--- src/rtl/xbar_route_loader_pkg.sv ---
// Shared definitions for the crossbar route loader: request opcodes, FSM states,
// default address geometry and the toggle-address helper.
package xbar_route_loader_pkg;

    typedef enum logic [1:0] {
        OP_CONNECT    = 2'b00,
        OP_DISCONNECT = 2'b01,
        OP_CLEAR      = 2'b10,
        OP_RSVD       = 2'b11
    } req_op_e;

    typedef enum logic [2:0] {
        StIdle,
        StDrop,
        StDropGap,
        StSet,
        StSetGap,
        StClr,
        StClrGap,
        StDone
    } state_e;

    localparam int unsigned DEF_ADDR_W    = 5;
    localparam int unsigned DEF_REST_ADDR = (32'd1 << DEF_ADDR_W) - 32'd1;

    // Ceiling log2, never below 1 so index ports stay at least one bit wide.
    function automatic int unsigned clog2(input int unsigned value);
        int unsigned w;
        w = 0;
        while ((32'd1 << w) < value) begin
            w++;
        end
        return (w == 0) ? 32'd1 : w;
    endfunction

    // All-ones address: the crossbar ignores it, so it is the idle value.
    function automatic int unsigned rest_addr(input int unsigned addr_w);
        return (32'd1 << addr_w) - 32'd1;
    endfunction

    // Crossbar toggle address for a given input/output pair.
    function automatic int unsigned toggle_addr(input int unsigned in_idx,
                                                input int unsigned out_idx,
                                                input int unsigned out_cnt);
        return in_idx * out_cnt + out_idx;
    endfunction

endpackage

--- src/rtl/xbar_req_fifo.sv ---
// Small synchronous request FIFO with asynchronous active-high reset.
// Head entry is presented combinationally on rdata whenever empty is low.
module xbar_req_fifo
    import xbar_route_loader_pkg::*;
#(
    parameter int unsigned Depth = 4,
    parameter int unsigned Width = 8
) (
    input  logic             Clk,
    input  logic             Rst,
    input  logic             push,
    input  logic [Width-1:0] wdata,
    input  logic             pop,
    output logic [Width-1:0] rdata,
    output logic             full,
    output logic             empty
);

    localparam int unsigned PtrW = clog2(Depth);
    localparam int unsigned CntW = clog2(Depth + 1);

    logic [Width-1:0] mem_q [Depth];
    logic [PtrW-1:0]  wptr_q, rptr_q;
    logic [CntW-1:0]  count_q;
    logic             do_push, do_pop;

    assign full    = (32'(count_q) == Depth);
    assign empty   = (count_q == '0);
    assign do_push = push && !full;
    assign do_pop  = pop && !empty;
    assign rdata   = mem_q[rptr_q];

    function automatic logic [PtrW-1:0] ptr_inc(input logic [PtrW-1:0] ptr);
        return (32'(ptr) == Depth - 1) ? '0 : ptr + PtrW'(1);
    endfunction

    // Storage array; cleared on reset so the head never reads X.
    always_ff @(posedge Clk or posedge Rst) begin
        if (Rst) begin
            for (int i = 0; i < int'(Depth); i++) begin
                mem_q[i] <= '0;
            end
        end else if (do_push) begin
            mem_q[wptr_q] <= wdata;
        end
    end

    // Pointers and occupancy count.
    always_ff @(posedge Clk or posedge Rst) begin
        if (Rst) begin
            wptr_q  <= '0;
            rptr_q  <= '0;
            count_q <= '0;
        end else begin
            if (do_push) wptr_q <= ptr_inc(wptr_q);
            if (do_pop)  rptr_q <= ptr_inc(rptr_q);
            unique case ({do_push, do_pop})
                2'b10:   count_q <= count_q + CntW'(1);
                2'b01:   count_q <= count_q - CntW'(1);
                default: count_q <= count_q;
            endcase
        end
    end

endmodule

--- src/rtl/xbar_route_loader.sv ---
// Crossbar route loader: turns connect/disconnect/clear-all requests into
// one-cycle toggle pulses on AddressSelect, each followed by a rest cycle,
// while tracking a shadow copy of the crossbar route map.
// Build option: define XBAR_LOADER_FIFO_EN to put a 4-entry request FIFO in
// front of the sequencer (ReqReady then means "FIFO not full").
module xbar_route_loader
    import xbar_route_loader_pkg::*;
#(
    parameter int unsigned IN_CNT    = 3,
    parameter int unsigned OUT_CNT   = 8,
    parameter int unsigned ADDR_W    = DEF_ADDR_W,
    parameter int unsigned REST_ADDR = rest_addr(ADDR_W),
    parameter int unsigned IN_W      = clog2(IN_CNT),
    parameter int unsigned OUT_W     = clog2(OUT_CNT)
) (
    input  logic                      Clk,
    input  logic                      Rst,
    input  logic                      ReqValid,
    output logic                      ReqReady,
    input  logic [1:0]                ReqOp,
    input  logic [IN_W-1:0]           ReqIn,
    input  logic [OUT_W-1:0]          ReqOut,
    output logic [ADDR_W-1:0]         AddressSelect,
    output logic                      Busy,
    output logic                      Done,
    output logic                      Err,
    output logic [OUT_CNT-1:0]        MapValid,
    output logic [OUT_CNT*IN_W-1:0]   MapSrc
);

    localparam logic [ADDR_W-1:0] RestAddr = ADDR_W'(REST_ADDR);

    state_e                        state_q, state_d;
    logic [ADDR_W-1:0]             addr_q, addr_d;
    logic [OUT_CNT-1:0]            map_valid_q, map_valid_d;
    logic [OUT_CNT-1:0][IN_W-1:0]  map_src_q, map_src_d;
    logic [1:0]                    op_q, op_d;
    logic [IN_W-1:0]               in_q, in_d;
    logic [OUT_W-1:0]              out_q, out_d;
    logic [OUT_W-1:0]              idx_q, idx_d;
    logic                          err_q, err_d;

    // Request as seen by the sequencer (port or FIFO head).
    logic                          req_avail;
    logic [1:0]                    req_op;
    logic [IN_W-1:0]               req_in;
    logic [OUT_W-1:0]              req_out;
    logic                          req_legal;
    logic                          last_idx;

`ifdef XBAR_LOADER_FIFO_EN
    localparam int unsigned ReqW = 2 + IN_W + OUT_W;

    logic            fifo_full, fifo_empty, fifo_push, fifo_pop;
    logic [ReqW-1:0] fifo_rdata;

    assign fifo_push = ReqValid && !fifo_full;
    assign fifo_pop  = (state_q == StIdle) && !fifo_empty;
    assign ReqReady  = !fifo_full;
    assign req_avail = !fifo_empty;
    assign {req_op, req_in, req_out} = fifo_rdata;

    xbar_req_fifo #(
        .Depth (4),
        .Width (ReqW)
    ) u_req_fifo (
        .Clk   (Clk),
        .Rst   (Rst),
        .push  (fifo_push),
        .wdata ({ReqOp, ReqIn, ReqOut}),
        .pop   (fifo_pop),
        .rdata (fifo_rdata),
        .full  (fifo_full),
        .empty (fifo_empty)
    );
`else
    assign ReqReady  = (state_q == StIdle);
    assign req_avail = ReqValid;
    assign req_op    = ReqOp;
    assign req_in    = ReqIn;
    assign req_out   = ReqOut;
`endif

    function automatic logic [ADDR_W-1:0] tog(input logic [IN_W-1:0]  i,
                                              input logic [OUT_W-1:0] o);
        return ADDR_W'(toggle_addr(32'(i), 32'(o), OUT_CNT));
    endfunction

    assign req_legal = (req_op != OP_RSVD) && (32'(req_in) < IN_CNT) &&
                       (32'(req_out) < OUT_CNT);
    assign last_idx  = (32'(idx_q) == OUT_CNT - 1);

    assign AddressSelect = addr_q;
    assign Busy          = (state_q != StIdle);
    assign Done          = (state_q == StDone);
    assign Err           = (state_q == StDone) && err_q;
    assign MapValid      = map_valid_q;
    assign MapSrc        = map_src_q;

    // Next-state logic. A toggle is loaded into addr_d on the same edge that
    // updates the shadow map; every other cycle defaults to the rest address.
    always_comb begin
        state_d     = state_q;
        addr_d      = RestAddr;
        map_valid_d = map_valid_q;
        map_src_d   = map_src_q;
        op_d        = op_q;
        in_d        = in_q;
        out_d       = out_q;
        idx_d       = idx_q;
        err_d       = err_q;

        unique case (state_q)
            StIdle: begin
                if (req_avail) begin
                    op_d  = req_op;
                    in_d  = req_in;
                    out_d = req_out;
                    idx_d = '0;
                    err_d = 1'b0;
                    if (!req_legal) begin
                        err_d   = 1'b1;
                        state_d = StDone;
                    end else if (req_op == OP_CONNECT) begin
                        if (map_valid_q[req_out] && (map_src_q[req_out] == req_in)) begin
                            state_d = StDone;
                        end else if (map_valid_q[req_out]) begin
                            // Crossbar refuses a connect on a driven output: drop it first.
                            state_d              = StDrop;
                            addr_d               = tog(map_src_q[req_out], req_out);
                            map_valid_d[req_out] = 1'b0;
                            map_src_d[req_out]   = '0;
                        end else begin
                            state_d              = StSet;
                            addr_d               = tog(req_in, req_out);
                            map_valid_d[req_out] = 1'b1;
                            map_src_d[req_out]   = req_in;
                        end
                    end else if (req_op == OP_DISCONNECT) begin
                        if (map_valid_q[req_out] && (map_src_q[req_out] == req_in)) begin
                            state_d              = StDrop;
                            addr_d               = tog(req_in, req_out);
                            map_valid_d[req_out] = 1'b0;
                            map_src_d[req_out]   = '0;
                        end else begin
                            err_d   = 1'b1;
                            state_d = StDone;
                        end
                    end else begin
                        state_d = StClr;
                    end
                end
            end
            StDrop: begin
                state_d = StDropGap;
            end
            StDropGap: begin
                if (op_q == OP_CONNECT) begin
                    state_d            = StSet;
                    addr_d             = tog(in_q, out_q);
                    map_valid_d[out_q] = 1'b1;
                    map_src_d[out_q]   = in_q;
                end else begin
                    state_d = StDone;
                end
            end
            StSet: begin
                state_d = StSetGap;
            end
            StSetGap: begin
                state_d = StDone;
            end
            StClr: begin
                if (map_valid_q[idx_q]) begin
                    state_d            = StClrGap;
                    addr_d             = tog(map_src_q[idx_q], idx_q);
                    map_valid_d[idx_q] = 1'b0;
                    map_src_d[idx_q]   = '0;
                end else if (last_idx) begin
                    state_d = StDone;
                end else begin
                    idx_d = idx_q + OUT_W'(1);
                end
            end
            StClrGap: begin
                if (last_idx) begin
                    state_d = StDone;
                end else begin
                    idx_d   = idx_q + OUT_W'(1);
                    state_d = StClr;
                end
            end
            StDone: begin
                state_d = StIdle;
            end
            default: begin
                state_d = StIdle;
            end
        endcase
    end

    // FSM state register.
    always_ff @(posedge Clk or posedge Rst) begin
        if (Rst) begin
            state_q <= StIdle;
        end else begin
            state_q <= state_d;
        end
    end

    // Output address, shadow map and latched request fields.
    always_ff @(posedge Clk or posedge Rst) begin
        if (Rst) begin
            addr_q      <= RestAddr;
            map_valid_q <= '0;
            map_src_q   <= '0;
            op_q        <= '0;
            in_q        <= '0;
            out_q       <= '0;
            idx_q       <= '0;
            err_q       <= 1'b0;
        end else begin
            addr_q      <= addr_d;
            map_valid_q <= map_valid_d;
            map_src_q   <= map_src_d;
            op_q        <= op_d;
            in_q        <= in_d;
            out_q       <= out_d;
            idx_q       <= idx_d;
            err_q       <= err_d;
        end
    end

endmodule

--- config.mk ---
export PLATFORM = sky130hd
export DESIGN_NAME = xbar_route_loader
export DESIGN_NICKNAME = d
export VERILOG_FILES = /design/src/rtl/xbar_route_loader_pkg.sv /design/src/rtl/xbar_req_fifo.sv /design/src/rtl/xbar_route_loader.sv
export SDC_FILE = /design/constraint.sdc
export NUM_CORES = 1
export LEC_CHECK = 0
export ABC_AREA = 1
export BUFFER_PORTS_ARGS = -buffer_cell sky130_fd_sc_hd__buf_2
export CORE_UTILIZATION = 30
export DETAILED_ROUTE_END_ITERATION = 10
export GPL_ROUTABILITY_DRIVEN = 0
export GPL_TIMING_DRIVEN = 0
export PLACE_DENSITY = 0.53
export SLEW_MARGIN = 5
export SYNTH_ARGS = -nofsm -noshare
export SYNTH_HDL_FRONTEND = slang
export SYNTH_SLANG_ARGS = --single-unit
--- constraint.sdc ---
create_clock -name Clk -period 4.3 [get_ports Clk]
set_input_delay 0.43 -clock Clk [delete_from_list [all_inputs] [get_ports Clk]]
set_output_delay 0.43 -clock Clk [all_outputs]
set_load 0.005 [all_outputs]
==> results of run 1 <==
[synth_stat cells (all sizes together), types with 3 or more instances]
cell	instances
nand2	200
nand3	104
inv	75
o21ai	62
nor2	39
dfrtp	38
a21oi	31
buf	12
o211ai	10
clkbuf	9
nor3	9
dfstp	5
nand4	5
o22ai	5
clkinv	4
a211oi	3
a31oi	3
[metrics by stage]
stage / instance area (µm²) / power [µW]
5_1_grt: 4410 / 3230
6_report: 4410 / 2980
3_3_place_gp: 4200 / 2410
3_5_place_dp: 4220 / 2440
4_1_cts: 4410 / 2960
2_1_floorplan: 3780 / 1830
[power groups by stage]
stage                     sequential (µW)  combinational [µW]  clock (µW)
after detailed placement              729                1710           0
after floorplan                       696                1140           0
after global placement                724                1680           0
final                                 726                1740         515
after CTS                             723                1710         524
after global routing                  750                1930         544
[placed cells by master (no fill, tap or decap), types with 2 or more instances in the layout]
master                      netlist  routed
sky130_fd_sc_hd__a211oi_1         3       3
sky130_fd_sc_hd__a21oi_1         31      31
sky130_fd_sc_hd__a22oi_1          2       2
sky130_fd_sc_hd__a31oi_1          3       3
sky130_fd_sc_hd__buf_2            4      46
sky130_fd_sc_hd__buf_4            4       4
sky130_fd_sc_hd__buf_6            3       3
sky130_fd_sc_hd__bufinv_16        0       2
sky130_fd_sc_hd__clkbuf_1         9       9
sky130_fd_sc_hd__clkbuf_16        0       5
sky130_fd_sc_hd__clkinv_1         4       4
sky130_fd_sc_hd__dfrtp_1         38      38
sky130_fd_sc_hd__dfstp_2          5       5
sky130_fd_sc_hd__ha_1             2       2
sky130_fd_sc_hd__inv_1           70      69
sky130_fd_sc_hd__inv_2            5       6
sky130_fd_sc_hd__nand2_1        199     199
sky130_fd_sc_hd__nand3_1        101     101
sky130_fd_sc_hd__nand3_2          3       3
sky130_fd_sc_hd__nand4_1          5       5
sky130_fd_sc_hd__nor2_1          35      35
sky130_fd_sc_hd__nor2_2           2       2
sky130_fd_sc_hd__nor2_4           2       2
sky130_fd_sc_hd__nor3_1           9       9
sky130_fd_sc_hd__o2111ai_1        2       2
sky130_fd_sc_hd__o211ai_1        10      10
sky130_fd_sc_hd__o21ai_0         61      61
sky130_fd_sc_hd__o221ai_1         2       2
sky130_fd_sc_hd__o22ai_1          5       5
[per-layer routing]
layer | global-route usage, % | share of wire, % | vias to the layer above | routed length (µm)
li1 | - | - | 2189 | -
met1 | 31.4 | 45 | 2093 | 6540
met2 | 36.2 | 45 | 189 | 6470
met3 | 4.76 | 8.0 | 20 | 1150
met4 | 7.62 | 1.9 | 0 | 269
met5 | 0 | 0 | - | 0
[final cells by class]
class                      instances  area (µm²)
fill                            1332        7750
tap                              168         210
timing repair buffer              43         230
multi-input combinational        486        2280
clock buffer                       5         125
buffer                            21         121
sequential                        43        1080
inverter                          79         297
clock inverter                     3        67.6
[kinds of logic after synthesis]
logic type / Yosys count
compound gates: 125
buf+inv: 100
flops: 43
fa+ha+maj: 2
simple gates: 358
mux: 1
[worst reg2reg max path, cell delays in order, from the launching register on]
cell and delay, ns:
sky130_fd_sc_hd__dfrtp_1 0.36, sky130_fd_sc_hd__inv_1 0.10, sky130_fd_sc_hd__nand3_2 0.22, sky130_fd_sc_hd__clkinv_1 0.37, sky130_fd_sc_hd__nor2_1 0.22, sky130_fd_sc_hd__inv_1 0.15, sky130_fd_sc_hd__nor2_2 0.45, sky130_fd_sc_hd__buf_2 0.39
sky130_fd_sc_hd__nand3_1 0.17, sky130_fd_sc_hd__nand2_1 0.12, sky130_fd_sc_hd__nand2_1 0.05, sky130_fd_sc_hd__nand2_1 0.06
[path summary, 6_finish.rpt]
| path | slack [ns] | endpoint | startpoint |
|---|---|---|---|
| max | 1.58 | flip-flop | state_q[2] |
| min | 0.11 | async pin | Rst |
| max reg2reg | 1.58 | flip-flop | state_q[2] |
| min reg2reg | 0.49 | err_q | err_q |
| max in group asynchronous | 3.70 | out_q[0] | Rst |
| min in group Clk | 0.42 | op_q[0] | ReqOp[0] |
==> results.md, run 1 <==
* Simple-Gate Fraction of Synth Area at 40.7%
* Delay contributed by the slowest stage of the critical path at 0.45 ns
* Wire length of the first global-routing pass at 22700 µm
* Power Density at 676 nW/µm²
* Unrepaired setup endpoints after global routing: false
* Input/output buffers at 42
* H-tree levels at 2
* Path depth of the worst reg2reg path at 11
* Vias in the first global route at 4237
* Combinational Power Share at 58.4%
* Largest voltage drop on the vdd net at 0.212 mV
* Peak fanout along the critical path at 10
* Arithmetic-cell share of the synthesized area counting full adders, half adders and majority gates at 0.662%
* Post-synthesis sequential area ratio at 28.6%
* Static Leakage at around 0.0022 µW
* Number of setup buffers added after CTS at 0
* TritonCTS buffer count at 5
* Die height at 114 µm
* Number of hold-slack violations in the final timing report at 0
* Number of cells on the critical path at 11
* Hold slack at 0.108 ns
* Max Clock Freq at between 300 and 400 MHz
* Largest clock skew in the final design at roughly 0.0084 ns
* Gr ovfl total at 0
* Most Frequent Cell on Critical Path: sky130_fd_sc_hd__nand2_1
* Post-cts hold buffer count at 0
* Switching share of total power at 52.2%
* Dominant combinational cell family by area after synthesis: simple AND/OR/NAND/NOR gates
* Worst path bufs/invs at 4
* Internal power at 1420 µW
* Clock tree from TritonCTS: done
* Most used flip-flop cell after synthesis: sky130_fd_sc_hd__dfrtp_1
* Nets@finish at around 690
* Critical path required time at ~4.5 ns
* Crit Path Category: flip-flop to flip-flop
* Number of enable-type register cells in the synthesized netlist at 0
* Worst min path class: input port to async pin
* Area inside the core boundary at 12200 µm²
* Site row count at 40
* Largest cells by area after synthesis: sky130_fd_sc_hd__dfrtp_1 (25%), sky130_fd_sc_hd__nand2_1 (20%), sky130_fd_sc_hd__nand3_1 (13%)
* Master cell of the clock root buffer: sky130_fd_sc_hd__clkbuf_16
* Cell area after technology mapping at about 3800 µm²
* Synthesis warning total at 0
* Shortest period the worst path allows at 2.72 ns
* Startpoint types: flip-flop
* Largest net degree at the start of global routing at 28
* Total negative slack for setup checks at 0 ns
* Latest clock arrival within the worst-skew pair at 0.30 ns
* Worst-path clk slew at ~0.07 ns
* Top Ports at 43
* Final setup slack of the worst path at between 1.5 and 2 ns
* Max-capacitance violation count at 0
* Worst-case headroom to the max-slew limit at 47.2%
* X dimension of the die at 114 µm
* Yosys top cell area share at 25.2%
* Initial DRC Count at 541
* Cells along the critical path: inv_1, nand3_2, clkinv_1, nor2_1, inv_1, nor2_2, buf_2, nand3_1, nand2_1, nand2_1, nand2_1
* Sequential cell fraction of total power at between 20% and 30%
* Pre-CTS setup slack at 1.69 ns
* Transition at the pin with the smallest max-transition slack at 0.785 ns
* Detailed Place HPWL at 10900 µm
* Synthesized Nets at 641
* Nature of the critical path endpoint: flip-flop
* Per-cell routed wire length at 17.0 µm
* Cell family contributing the most delay on the critical path: simple AND/OR/NAND/NOR gates
* Placed Cells at 840
* XOR/XNOR Fraction of Synth Area at 0%
* Area delta synth->final at 16.7%
* Total count of max-transition violations in the final report at 0
* Clk sinks at 43
* Data arrival time of the critical path at 2.96 ns
* Compound-gate portion of the synthesized area at roughly a fifth
* Number of unique standard cell types used by synthesis at 37
* Average size of a mapped cell at approximately 6.0 µm²
* Number of standard cells in the final layout excluding fillers at 848
* Setup violations, final at 0
* Yosys reg bits at 43
* DIE AREA at 13100 µm²
* Count of cells resized by post-cts repair at 0
* Sw power at between 1500 and 2000 µW
* Relative contribution of the clock network to total power at 17.3%
* Global routing usage summed across all routing layers at 23.0%
* Final Util at 36.3%
* Number of inserted diodes at 0
* # DRC at 0
* Share of the cycle needed by the critical path after routing at a little over three fifths
* Synth async-reset ratio at 100%
* Antenna-violating nets left at 0
* Slowest cell on the critical path: sky130_fd_sc_hd__nor2_2
* Multiplexer fraction of the synthesized cell area at 0.265%
* Area leader, netlist: sky130_fd_sc_hd__dfrtp_1
* Cell count after synthesis at 629
* Avg Vias per Cell at 5.30
* Overall routed net length at 14400 µm
* Outcome: complete, no violations
* CTS Buffer Depth at 2
* Initial core utilization at 31.1%
* Via count at between 4000 and 5000
* Number of antenna violations at the first check in global routing at 0
* Layout cells sized above 1 at around an eighth
* DRT Pass-1 Iters at 7
Power figures use the tool's default switching activity.
==> inputs of run 2 (changes only) <==
PLACE_DENSITY = 0.54   (was 0.53)
clock period = 2.41 ns   (was 4.3 ns; I/O delays follow)
==> results.md, run 2 (same netlist as run 1, synthesis figures left out) <==
* Outcome: complete, no violations
* Nature of the critical path endpoint: flip-flop
* Crit Path Category: flip-flop to flip-flop
* Routing usage on met3 at 6.25% (+1.5 points)
* Clock tree from TritonCTS: done
* Most frequent standard cell in the layout excluding fill and tap cells: sky130_fd_sc_hd__nand2_1
* Transition at the pin with the smallest max-transition slack at 0.728 ns (-0.0576 ns)
* Area used by multi-input combinational logic at 2300 µm² (+1.1%)
* Initial DRC Count at 574 (+6.1%)
* DRT Pass-1 Iters at 6 (-1)
* CTS Buffer Depth at 2 (unchanged)
* Met1 usage at 30.7% (-0.67 points)
* Most Frequent Cell on Critical Path: sky130_fd_sc_hd__nand2_1
* Worst path bufs/invs at 4 (unchanged)
* Share of the cycle needed by the critical path after routing at 92.6% (+29 points)
* Largest voltage drop on the vdd net at 0.353 mV (+67%)
* Top Ports at 43 (unchanged)
* Worst-case headroom to the max-slew limit at 51.1% (+3.9 points)
* Worst min path class: input port to flip-flop
* Power Density at 1180 nW/µm² (+75%)
* Shortest period the worst path allows at 2.23 ns (-0.487 ns)
* Peak fanout along the critical path at 10 (unchanged)
* Combinational Power Share at 61.1% (+2.7 points)
* Die height at 114 µm (unchanged)
* Overall routed net length at 14700 µm (+1.9%)
* Slowest cell on the critical path: sky130_fd_sc_hd__clkbuf_1
* Latest clock arrival within the worst-skew pair at 0.30 ns (about the same)
* Total count of max-transition violations in the final report at 0 (unchanged)
* Layout cells sized above 1 at 13.8% (+1.6 points)
* Worst-path clk slew at 0.07 ns (about the same)
* # DRC at 0 (unchanged)
* Most used cells in the layout excluding fill and tap cells: sky130_fd_sc_hd__nand2_1 (197), sky130_fd_sc_hd__nand3_1 (101), sky130_fd_sc_hd__inv_1 (68)
* Switching share of total power at 54.5% (+2.3 points)
* Wire length of the first global-routing pass at 23200 µm (+2.0%)
* Data arrival time of the critical path at 2.48 ns (-0.48 ns)
* Max Clock Freq at 448 MHz (+22%)
* Area delta synth->final at 17.0%
* Delay contributed by the slowest stage of the critical path at 0.51 ns (+0.06 ns)
* Cell family contributing the most delay on the critical path: buffers and inverters
* Global routing usage on met2 at 36.4% (+0.24 points)
* Sequential cell fraction of total power at 25.0% (+0.6 points)
* Critical path required time at 2.66 ns (-1.88 ns)
* Gr ovfl total at 0 (unchanged)
* TritonCTS buffer count at 5 (unchanged)
* Number of inserted diodes at 0 (unchanged)
* Number of antenna violations at the first check in global routing at 0 (unchanged)
* Master cell of the clock root buffer: sky130_fd_sc_hd__clkbuf_16
* Input/output buffers at 42 (unchanged)
* Largest net degree at the start of global routing at 25 (-11%)
* X dimension of the die at 114 µm (unchanged)
* Setup violations, final at 0 (unchanged)
* Vias in the first global route at 4290 (+1.3%)
* Number of setup buffers added after CTS at 0 (unchanged)
* Avg Vias per Cell at 5.34 (+0.91%)
* Filler cell count at 1334 (+0.15%)
* Via count at 4537 (+1.0%)
* Gr busiest metal: met2
* Site row count at 40 (unchanged)
* Placed Cells at 840 (unchanged)
* Static Leakage at 0.00219 µW (-0.15%)
* Relative contribution of the clock network to total power at 13.9% (-3.4 points)
* Global routing usage summed across all routing layers at 23.4% (+0.40 points)
* Combined flip-flop and latch cell area at 1080 µm² (+0.12%)
* Final Util at 36.4% (+0.093 points)
* Internal power at 2370 µW (+67%)
* Clk sinks at 43 (unchanged)
* Number of standard cells in the final layout excluding fillers at 849 (+0.12%)
* Sw power at 2840 µW (+83%)
* Antenna-violating nets left at 0 (unchanged)
* Number of hold-slack violations in the final timing report at 0 (unchanged)
* Detailed Place HPWL at 10900 µm (+0.14%)
* DIE AREA at 13100 µm² (unchanged)
* Area inside the core boundary at 12200 µm² (unchanged)
* Max-capacitance violation count at 0 (unchanged)
* Largest clock skew in the final design at 0.00958 ns (+0.00122 ns)
* Startpoint types: flip-flop
* H-tree levels at 2 (unchanged)
* Nets@finish at 692 (+0.14%)
* Cells along the critical path: inv_1, nor2_1, nand2_1, inv_1, clkbuf_1, clkbuf_2, o21ai_0, nand2_1, nor2_1, nand2_1
* Per-cell routed wire length at 17.3 µm (+1.7%)
* Initial core utilization at 31.1% (unchanged)
==> run 2: worst paths after layout <==
check                                         to  slack, ns  cells after the start        from
worst min register to register             err_q       0.50                      2       err_q
max in group asynchronous       AddressSelect[0]       1.35                      4         Rst
worst max register to register  AddressSelect[4]       0.18                     10  state_q[0]
worst max-delay path            AddressSelect[4]       0.18                     10  state_q[0]
min in group asynchronous              async pin       0.50                      3         Rst
worst min-delay path                     op_q[1]       0.23                      3    ReqOp[1]
==> run 2: repair_timing <==
item,CTS,global route
hold buffers,1,0
resized for setup,3,17
cloned,0,0
endpoints found under the setup margin,23,26
endpoints found under the hold margin,19,0
==> run 2: metal layers <==
metal	wire [µm]	vias to the layer above	part of all wire [%]
met1	6310	2098	43
met2	6520	213	44
met3	1410	33	9.6
met4	449	0	3.1
met5	0	-	0
li1	-	2193	-
==> run 2: final cells by class <==
| class | instances | share of cell area [%] |
|---|---|---|
| Tap cell | 168 | 4.75 |
| Clock buffer | 5 | 2.83 |
| Sequential cell | 43 | 24.5 |
| Clock inverter | 3 | 0.537 |
| Inverter | 79 | 6.84 |
| Buffer | 21 | 3.03 |
| Timing Repair Buffer | 44 | 5.43 |
| Multi-Input combinational cell | 486 | 52.1 |
==> run 2: through the flow <==
step / area (µm²) / power (µW) / hold slack [ns] / setup TNS [ns] / setup slack (ns)
after floorplan: 3780 / 3270 / 0.362 / 0 / 0.607
after global placement: 4200 / 4300 / 0.470 / -1.08 / -0.142
after detailed placement: 4220 / 4340 / 0.290 / -1.62 / -0.170
after CTS: 4390 / 5090 / 0.215 / 0 / 0.0208
after global routing: 4420 / 5650 / 0.259 / -0.00229 / -0.00229
final: 4420 / 5220 / 0.227 / 0 / 0.177
==> run 2: worst min-delay path: stages <==
cell	delay, ns
sky130_fd_sc_hd__buf_2	0.11
sky130_fd_sc_hd__inv_1	0.05
sky130_fd_sc_hd__o21ai_0	0.08
==> run 2: power by group through the flow <==
stage	Combinational [µW]	Clock, µW	Sequential [µW]
6_report	3190	724	1310
5_1_grt	3520	777	1350
4_1_cts	3050	736	1300
3_5_place_dp	3030	0	1310
3_3_place_gp	3000	0	1300
2_1_floorplan	2030	0	1240
